**config.mk**
```make
export PLATFORM = sky130hd
export DESIGN_NAME = button_debouncer
export DESIGN_NICKNAME = d
export VERILOG_FILES = /design/src/rtl/tamagotchi_pkg.sv /design/src/rtl/button_debouncer.sv
export SDC_FILE = /design/constraint.sdc
export NUM_CORES = 1
export LEC_CHECK = 0
export ABC_AREA = 0
export CORE_AREA = 2 2 39 41
export DETAILED_ROUTE_END_ITERATION = 8
export DIE_AREA = 0 0 41 43
export DONT_BUFFER_PORTS = 1
export GPL_TIMING_DRIVEN = 0
export PLACE_DENSITY = 0.42
export SETUP_SLACK_MARGIN = 0.2
export SLEW_MARGIN = 5
export SYNTH_ARGS = -nofsm -noshare
export SYNTH_HDL_FRONTEND = slang
export SYNTH_SLANG_ARGS = --single-unit
```
**constraint.sdc**
```tcl
create_clock -name clk -period 1.3 [get_ports clk]
set_clock_uncertainty 0.2 [all_clocks]
set_input_delay 0.39 -clock clk [delete_from_list [all_inputs] [get_ports clk]]
set_output_delay 0.39 -clock clk [all_outputs]
set_load 0.01 [all_outputs]
```
**src/rtl/tamagotchi_pkg.sv**
```systemverilog
// Shared definitions for the Tamagotchi button front-ends and control unit.
package tamagotchi_pkg;

  // Encoder FSM states
  typedef enum logic [1:0] {
    ST_IDLE  = 2'd0,
    ST_COUNT = 2'd1,
    ST_EMIT  = 2'd2
  } state_t;

  localparam int DEFAULT_PULSE_W         = 4;
  localparam int DEFAULT_DEBOUNCE_CYCLES = 4;
  localparam int DEFAULT_WINDOW_CYCLES   = 20;

endpackage

```
**src/rtl/button_debouncer.sv**
```systemverilog
// Button front-end: 2-FF synchronizer, stable-level debouncer and a
// registered one-cycle pulse on each accepted rising edge (press).
// Shared by the test, sleep, awake, feed and play buttons.
module button_debouncer
  import tamagotchi_pkg::*;
#(
  parameter int DEBOUNCE_CYCLES = DEFAULT_DEBOUNCE_CYCLES,
  parameter bit BTN_ACTIVE_LOW  = 1'b0
) (
  input  logic clk,
  input  logic rst,
  input  logic i_pin,
  output logic o_press
);

  localparam int                CNT_W    = $clog2(DEBOUNCE_CYCLES + 1);
  localparam logic [CNT_W-1:0] CNT_LAST = CNT_W'(DEBOUNCE_CYCLES - 1);

  logic             w_pin;
  logic             w_sample;
  logic [1:0]       r_sync;
  logic             r_level;
  logic [CNT_W-1:0] r_cnt;
  logic             r_press;

  // Normalise polarity so that 1 always means "pressed" from here on.
  assign w_pin    = BTN_ACTIVE_LOW ? ~i_pin : i_pin;
  assign w_sample = r_sync[1];

  // Two-flop synchronizer; reset value is the released level.
  // NOTE: sequential state always uses <=, so every flop samples the pre-edge
  // values and the shift chain cannot collapse into a single stage.
  always_ff @(posedge clk) begin
    if (rst) r_sync <= '0;
    else     r_sync <= {r_sync[0], w_pin};
  end

  // Accept a new level only after DEBOUNCE_CYCLES consecutive differing samples.
  always_ff @(posedge clk) begin
    if (rst) begin
      r_level <= 1'b0;
      r_cnt   <= '0;
      r_press <= 1'b0;
    end else begin
      r_press <= 1'b0;
      if (w_sample == r_level) begin
        r_cnt <= '0;
      end else if (r_cnt == CNT_LAST) begin
        r_level <= w_sample;
        r_cnt   <= '0;
        r_press <= w_sample;  // only the rising transition is a press
      end else begin
        r_cnt <= r_cnt + CNT_W'(1);
      end
    end
  end

  assign o_press = r_press;

endmodule

```
==> results.md, run 1 <==
* DIE WIDTH at 41 um
* Dominant cells by area after synthesis: dfxtp_1 (57%), ha_1 (10%), nor4b_2 (6.2%)
* #FFs+latches synth at 7
* Slew Limit Headroom at 0.716
* Final WS setup at 103 ps
* Mapped Area at around 240 sq um
* Commonest cells after routing, fill and taps aside: dfxtp_1 (4), clkbuf_4 (3), dfxtp_2 (3)
* Skew-Pair Late Insertion Delay at 250 ps
* CTS H-tree lvls at 1
* Via density at 3.98
* Failing checks: hold timing
* CTS tree: done
* Critical Path Sink Type: flip-flop
* Initial DRC count at 2
* Fin. Hold Viols at 2
* Final wirelength at approximately 370 um
* Antenna viol nets, final at 0
* Startpoint Class: flip-flop
* Yosys warning count at 0
* Fin. max-slew vios at 0
* CORE AREA at about 1400 sq um
* Hold Crit Class: primary input to flip-flop
* RSZ-0062 raised after global routing: true
* Max_cap viols at 0
* Largest net degree at the start of global routing at 8
* Inst Count DP at 35
* Pre-CTS setup slack at 85.1 ps
* Initial DRT Pass Iterations at 2
* Clk sink count at 7
* Chip Height at 43 um
* Tcrit/Tclk final at 0.921
* Final #Nets at 30
* Setup Viol. Count Final at 0
* Clock Tree Root: clkbuf_4
* Number of global-route vias before repair at between 150 and 200
* Non-filler cells, final at 40
* Maximum VDD drop at 0.000510 V
* Distinct cells, synth at 10
* WP data arrival at 1160 ps
* RePlAce Congestion at between 0.5 and 0.6
* Setup total negative slack at 0 ps
* Highest clock rate at 835 MHz
* Crit path kind: flip-flop to flip-flop
* Seq/Total Area, Yosys at 0.574
* Starting Density at 0.176
* Syn_nets at 24
* Site Rows at 14
* Residual DRC count at 0
* Area occupied by multi-input gates at 140 sq um
* Ratio of cells with drive above 1 in the final layout at 0.500
* CTS max path bufs at 2
* Storage cell area at between 100 and 150 sq um
* Reg clk slew, reported paths at 50 ps
* Fill cells at 147
* Pwr dens at 1260 nW/um^2
* Post-CTS Hold Buffers at 1
* Worst EP required at 1260 ps
* Lkg Pwr at 0.000110 uW
* Status: complete, but fails checks
* Initial antenna violation count at 0
* Cells after Synth at 19
* Die area at 1760 sq um
* Via count at roughly 160
* Post-layout min period at 1200 ps
* Leading area contributor after synthesis: dfxtp_1
* GRT Total Usage at 0.0635
* Avg Cell Area, Syn at 12.8 sq um
* PortBufs at 0
* CTS Buf Count at 3
* Drt wl/cell at 9.28 um
* Share of the synthesized area in the top cell type at 0.574
* Overflow after GRT at 0
* Syn-to-layout area delta at 40.0%
* # diodes at 0
* Global-route wire length before repair at 655 um
* Crit-path max FO at 5
* Commonest non-fill, non-tap cell in the layout: dfxtp_1
* Worst Tran Pin Value at about 420 ps
* IO Pins at 4
* Hold Slack at -7.39 ps
-- registers in the layout, indices dropped and copies added, names as in the netlist --
register / count
o_press: 1
r_cnt: 3
r_sync: 2
r_level: 1
-- power breakdown --
part / switching, uW / total (uW) / internal, uW
Combinational: 3.11 / 8.69 / 5.58
Sequential: 2.13 / 221 / 219
Clock: 81.9 / 199 / 117
-- path summary, 6_finish.rpt --
path | cells past startpoint | slack (ps) | start | to
setup / recovery | 3 | 100 | r_cnt[0] | r_cnt[1]
hold reg to reg | 1 | 240 | r_sync[0] | r_sync[1]
setup reg to reg | 3 | 100 | r_cnt[0] | r_cnt[1]
hold / removal | 1 | -7 | rst | r_cnt[0]
-- logic make-up after synthesis --
group | count (synthesis) | synth area share
simple gates | 7 | 0.231
flops | 7 | 0.574
fa+ha+maj | 2 | 0.103
xor+xnor | 1 | 0.0359
buf+inv | 1 | 0.0154
mux | 1 | 0.0410
-- critical path, stage by stage (launching register included) --
cell and delay [ps]:
dfxtp_2 330, ha_4 160, ha_4 180, nor4b_4 240
-- stage by stage --
step / power (uW) / utilization / cell area, sq um
3_5_place_dp: 232 / 0.211 / 292
5_1_grt: 454 / 0.247 / 342
2_1_floorplan: 230 / - / 272
3_3_place_gp: 231 / 0.211 / 292
6_report: 429 / 0.247 / 342
4_1_cts: 440 / 0.248 / 343
-- cells in the mapped netlist, drive strengths merged --
library cell	number
nor2	1
mux2i	1
ha	2
inv	1
and4bb	1
dfxtp	7
nor4	2
nor2b	2
nor4b	1
xnor2	1
-- final cells by class --
class,instances,share of cell area
Inverter,1,0.0110
Multi-Input combinational cell,11,0.410
Clock buffer,4,0.0769
Tap cell,16,0.0586
Sequential cell,7,0.421
Timing Repair Buffer,1,0.0220
-- per-layer routing --
layer  vias to the layer above  global-route usage  wire length [um]
met5                         -                   0                 0
met4                         0               0.120                10
met3                         2              0.0209                26
met2                         3              0.0750               184
met1                        76              0.0554               149
li1                         78                   -                 -
-- timing repair --
item                                    in CTS  in global routing
endpoints found under the setup margin       6                  7
hold endpoints to repair                     6                  4
resized for setup                            2                  1
buffers inserted                             1                  0
No activity file was read; power rests on OpenSTA's default activity.
==> run 2: changes to the inputs <==
- RECOVER_POWER: default -> 100
==> run 2 against run 1 <==
The flow still finishes with violations (hold timing). Sequential cell count is the same. Critical path depth shrank 3. Power shrank 0.65%. Worst hold slack gained 2.8 ps. Clock power is essentially flat. Clock-buffer cell count is the same. Design area shrank 4.8%. Core utilization shrank 1.2 points. First-iteration DRC count shrank 100%. Worst setup slack gained 3.3 ps. Largest cell class unchanged.
==> results.md, run 2 (synthesized netlist as in run 1, its figures left out) <==
* Status: complete, but fails checks (unchanged)
* CTS Buf Count at 3 (unchanged)
* Starting Density at 0.176 (unchanged)
* Hold Slack at -4.62 ps (was -7.39 ps)
* Worst Tran Pin Value at 297 ps (was 423 ps)
* Via count at 159 (unchanged)
* Setup total negative slack at 0 ps (unchanged)
* # diodes at 0 (unchanged)
* Lkg Pwr at 0.000108 uW (was 0.000110 uW)
* Commonest cells after routing, fill and taps aside: dfxtp_1 (5), clkbuf_4 (3) (was dfxtp_1 (4), clkbuf_4 (3), dfxtp_2 (3))
* Highest clock rate at 837 MHz (was 835 MHz)
* Crit-path max FO at 1 (was 5)
* Ratio of cells with drive above 1 in the final layout at 0.417 (was 0.500)
* Syn-to-layout area delta at 33.3% (was 40.0%)
* Final wirelength at 362 um (was 371 um)
* Skew-Pair Late Insertion Delay at 250 ps (about the same)
* Chip Height at 43 um (unchanged)
* Setup Viol. Count Final at 0 (unchanged)
* RePlAce Congestion at 0.580 (unchanged)
* Drt wl/cell at 9.05 um (was 9.28 um)
* CORE AREA at 1380 sq um (unchanged)
* Via density at 3.98 (unchanged)
* Initial DRC count at 0 (was 2)
* Residual DRC count at 0 (unchanged)
* Final #Nets at 30 (unchanged)
* Global-route wire length before repair at 655 um (unchanged)
* Site Rows at 14 (unchanged)
* IO Pins at 4 (unchanged)
* Startpoint Class: flip-flop (unchanged)
* Hold Crit Class: primary input to flip-flop (unchanged)
* Top reg by flops: r_cnt (unchanged)
* Clk sink count at 7 (unchanged)
* CTS tree: done (unchanged)
* Fin. max-slew vios at 0 (unchanged)
* Pwr dens at 1310 nW/um^2 (was 1260 nW/um^2)
* WP data arrival at 600 ps (was 1160 ps)
* Crit path kind: flip-flop to output pin (was flip-flop to flip-flop)
* Largest register FFs at 3 (unchanged)
* Biggest regs: r_cnt (3), r_sync (2) (unchanged)
* Tcrit/Tclk final at 0.919 (was 0.921)
* Reg clk slew, reported paths at 50 ps (about the same)
* CTS max path bufs at 2 (unchanged)
* Largest net degree at the start of global routing at 8 (unchanged)
* Post-CTS Hold Buffers at 1 (unchanged)
* GRT Total Usage at 0.0635 (unchanged)
* Failing checks: hold timing (unchanged)
* Non-filler cells, final at 40 (unchanged)
* Max_cap viols at 0 (unchanged)
* Initial DRT Pass Iterations at 1 (was 2)
* Initial antenna violation count at 0 (unchanged)
* Maximum VDD drop at 0.000535 V (was 0.000510 V)
* Critical Path Sink Type: output pin (was flip-flop)
* CTS H-tree lvls at 1 (unchanged)
* Clock Tree Root: clkbuf_4 (unchanged)
* Die area at 1760 sq um (unchanged)
* DIE WIDTH at 41 um (unchanged)
* Worst EP required at 710 ps (was 1260 ps)
* RSZ-0062 raised after global routing: true (unchanged)
* Fin. Hold Viols at 1 (was 2)
* Post-layout min period at 1190 ps (was 1200 ps)
* PortBufs at 0 (unchanged)
* Slew Limit Headroom at 0.800 (was 0.716)
* Fill cells at 153 (was 147)
* Inst Count DP at 35 (unchanged)
* Commonest non-fill, non-tap cell in the layout: dfxtp_1 (unchanged)
* Overflow after GRT at 0 (unchanged)
* Antenna viol nets, final at 0 (unchanged)
* Number of global-route vias before repair at 185 (unchanged)
==> run 2: cell counts in the layout (fill, tap and decap cells not counted) <==
Identical to the previous run, type by type.
==> run 2: per-stage QoR <==
stage                     total power [uW]  hold WS (ps)   util  area, sq um  setup slack (ps)
after floorplan                        230           213      -          272               148
after global placement                 231           224  0.211          292               117
after detailed placement               232           231  0.211          292              85.1
after CTS                              440         -14.3  0.248          343              99.6
after global routing                   453         -11.9  0.235          325              46.6
final                                  426         -4.62  0.235          325               106
==> run 2: what timing repair did <==
action / CTS / global route
hold endpoints to repair: 6 / 4
resized for setup: 2 / 1
setup endpoints to repair: 6 / 7
pin swaps: 0 / 0
buffers inserted: 1 / 0
==> run 2: layer usage <==
metal | GRT usage | part of all wire
met4 | 0.120 | 0.028
met5 | 0 | 0
met3 | 0.0209 | 0.064
met2 | 0.0750 | 0.54
met1 | 0.0554 | 0.36
==> run 2: worst paths after layout <==
kind         startpoint   endpoint  depth (start not counted)  slack [ps]
max             o_press    o_press                          0         110
min                 rst   r_cnt[1]                          1          -5
max reg2reg    r_cnt[0]   r_cnt[0]                          3         110
min reg2reg   r_sync[0]  r_sync[1]                          1         250
==> run 2: area by class of cell <==
class | instances | area [sq um] | area share
timing repair buffer | 1 | 7.51 | 0.0231
clock buffer | 4 | 26.3 | 0.0808
inverter | 1 | 3.75 | 0.0115
tap | 16 | 20.0 | 0.0615
multi-input combinational | 11 | 125 | 0.385
sequential | 7 | 143 | 0.438
==> run 2: power by group <==
part	switching, uW	internal (uW)	total (uW)	leakage [uW]
logic	2.23	4.73	6.97	0.0000354
clock network	80.8	117	198	0.0000150
registers	2.16	219	221	0.0000579
==> run 3: changes to the inputs <==
- SKIP_LAST_GASP: default -> 1
- clock period: 1.3 -> 1 ns (I/O delays scaled with it)
==> run 3 against run 2 <==
The flow finishes with violations (hold timing, setup timing). Worst setup slack worse by 310 ps. Core utilization up 1.2 points. Design area up 5.0%. Critical endpoint is now r_cnt[2]. Wire length down 8.6%. Critical path depth up 3.
==> results.md, run 3 (synthesized netlist as in run 1, its figures left out) <==
* Max_cap viols at 0 (unchanged)
* Via density at 3.73 (was 3.98)
* Hold Slack at -90.9 ps (was -4.62 ps)
* Setup Viol. Count Final at 6 (was 0)
* Clk sink count at 7 (unchanged)
* Residual DRC count at 0 (unchanged)
* Crit path kind: flip-flop to flip-flop (was flip-flop to output pin)
* CTS H-tree lvls at 1 (unchanged)
* CTS tree: done (unchanged)
* Commonest non-fill, non-tap cell in the layout: dfxtp_1 (unchanged)
* PortBufs at 0 (unchanged)
* Post-layout min period at 1210 ps
* Initial DRT Pass Iterations at 1 (unchanged)
* DIE WIDTH at 41 um (unchanged)
* CORE AREA at 1380 sq um (unchanged)
* Fin. max-slew vios at 0 (unchanged)
* Clock share of power at 0.455 (was 0.465)
* Non-filler cells, final at 40 (unchanged)
* WHS Path Cells at 1 (unchanged)
* Status: complete, but fails checks (unchanged)
* GRT Total Usage at 0.0563 (was 0.0635)
* Initial antenna violation count at 0 (unchanged)
* Ratio of cells with drive above 1 in the final layout at 0.500 (was 0.417)
* Worst Tran Pin Value at 435 ps (was 297 ps)
* WP data arrival at 1160 ps (was 600 ps)
* HPWL Detailed at 243 um
* Overflow after GRT at 0 (unchanged)
* Final WS setup at -206 ps (was 106 ps)
* Final wirelength at 331 um (was 362 um)
* Pwr dens at 1610 nW/um^2 (was 1310 nW/um^2)
* Die area at 1760 sq um (unchanged)
* Worst r2r path cells at 3 (unchanged)
* Crit-path max FO at 5 (was 1)
* Skew-Pair Late Insertion Delay at 240 ps (was 250 ps)
* Initial DRC count at 0 (unchanged)
* Startpoint Class: flip-flop (unchanged)
* Sw power at 105 uW (was 85.2 uW)
* Syn-to-layout area delta at 40.0% (was 33.3%)
* Hold Crit Start: rst (unchanged)
* Largest register FFs at 3 (unchanged)
* Commonest cells after routing, fill and taps aside: dfxtp_1 (4), clkbuf_4 (3), dfxtp_2 (3) (was dfxtp_1 (5), clkbuf_4 (3))
* Final Cell Area at 342 sq um (was 325 sq um)
* Logic pwr share at 0.021 (was 0.016)
* Worst setup path startpoint: r_cnt[0] (was o_press)
* Lkg Pwr at 0.000110 uW (was 0.000108 uW)
* Drt wl/cell at 8.28 um (was 9.05 um)
* Biggest regs: r_cnt (3), r_sync (2) (unchanged)
* Number of global-route vias before repair at 159 (was 185)
* Via count at 149 (was 159)
* Global-route wire length before repair at 579 um (was 655 um)
* Hold Crit Class: primary input to flip-flop (unchanged)
* RSZ-0062 raised after global routing: true (unchanged)
* Internal at 444 uW (was 341 uW)
* Failing checks: hold timing, setup timing (was hold timing)
* CTS max path bufs at 2 (unchanged)
* Antenna viol nets, final at 0 (unchanged)
* Highest clock rate at 829 MHz
* Largest net degree at the start of global routing at 8 (unchanged)
* Reg power frac at 0.524 (was 0.519)
* # diodes at 0 (unchanged)
* Reg clk slew, reported paths at 50 ps (about the same)
* Fill cells at 143 (was 153)
* Storage cell area at 144 sq um (was 143 sq um)
* Maximum VDD drop at 0.000653 V (was 0.000535 V)
* Tcrit/Tclk final at 1.21
* IO Pins at 4 (unchanged)
* Final #Nets at 30 (unchanged)
* Chip Height at 43 um (unchanged)
* Sw Share at 0.192 (was 0.200)
* Post-Place Cell Area at 293 sq um (was 292 sq um)
* Fin. Hold Viols at 6 (was 1)
* Clock Tree Root: clkbuf_4 (unchanged)
* Worst EP required at 950 ps (was 710 ps)
* Reg-to-Reg Start: r_cnt[0] (unchanged)
* Site Rows at 14 (unchanged)
* Inst Count DP at 35 (unchanged)
* Starting Density at 0.176 (unchanged)
* Critical Path Sink Type: flip-flop (was output pin)
* Slew Limit Headroom at 0.708 (was 0.800)
* CTS Buf Count at 3 (unchanged)
* RePlAce Congestion at 0.602 (was 0.580)
* Area occupied by multi-input gates at 140 sq um (was 125 sq um)
* Top reg by flops: r_cnt (unchanged)
* Setup total negative slack at -1010 ps (was 0 ps)
run 3: per-stage QoR:
stage	util	setup WS, ps	total power, uW
finish	0.247	-206	549
global route	0.247	-234	579
CTS	0.241	-200	562
detailed placement	0.212	-213	301
global placement	0.212	-182	300
floorplan	-	-152	299
run 3: final cells by class:
class | count | area share
Clock buffer | 4 | 0.0769
Inverter | 1 | 0.0110
Multi-Input combinational cell | 11 | 0.410
Sequential cell | 7 | 0.421
Tap cell | 16 | 0.0586
Timing Repair Buffer | 1 | 0.0220
run 3: layer usage:
metal / wire length (um) / vias up / global-route usage
met1: 142 / 65 / 0.0550
li1: - / 79 / -
met2: 158 / 3 / 0.0625
met5: 0 / - / 0
met4: 10 / 0 / 0.100
met3: 20 / 2 / 0.0209
run 3: worst paths after layout:
| kind | slack (ps) | endpoint |
|---|---|---|
| min | -90 | r_cnt[0] |
| min reg2reg | 250 | r_sync[1] |
| max reg2reg | -210 | r_cnt[2] |
| max | -210 | r_cnt[2] |
run 3: what timing repair did:
item / CTS / global route
endpoints found under the setup margin: 6 / 6
pin swaps: 0 / 2
resized for setup: 1 / 1
gates cloned: 0 / 0
endpoints found under the hold margin: 6 / 6
buffers inserted: 1 / 0
run 3: power groups by stage:
stage          sequential, uW  clock (uW)  combinational [uW]
6_report                  288         250                11.5
5_1_grt                   288         278                12.9
4_1_cts                   287         265                10.1
3_5_place_dp              293           0                7.92
3_3_place_gp              293           0                7.51
2_1_floorplan             293           0                6.79
run 3: critical path, stage by stage, from the launching register on:
cell     delay [ps]
dfxtp_2         330
ha_4            160
ha_4            180
nor4_1          250
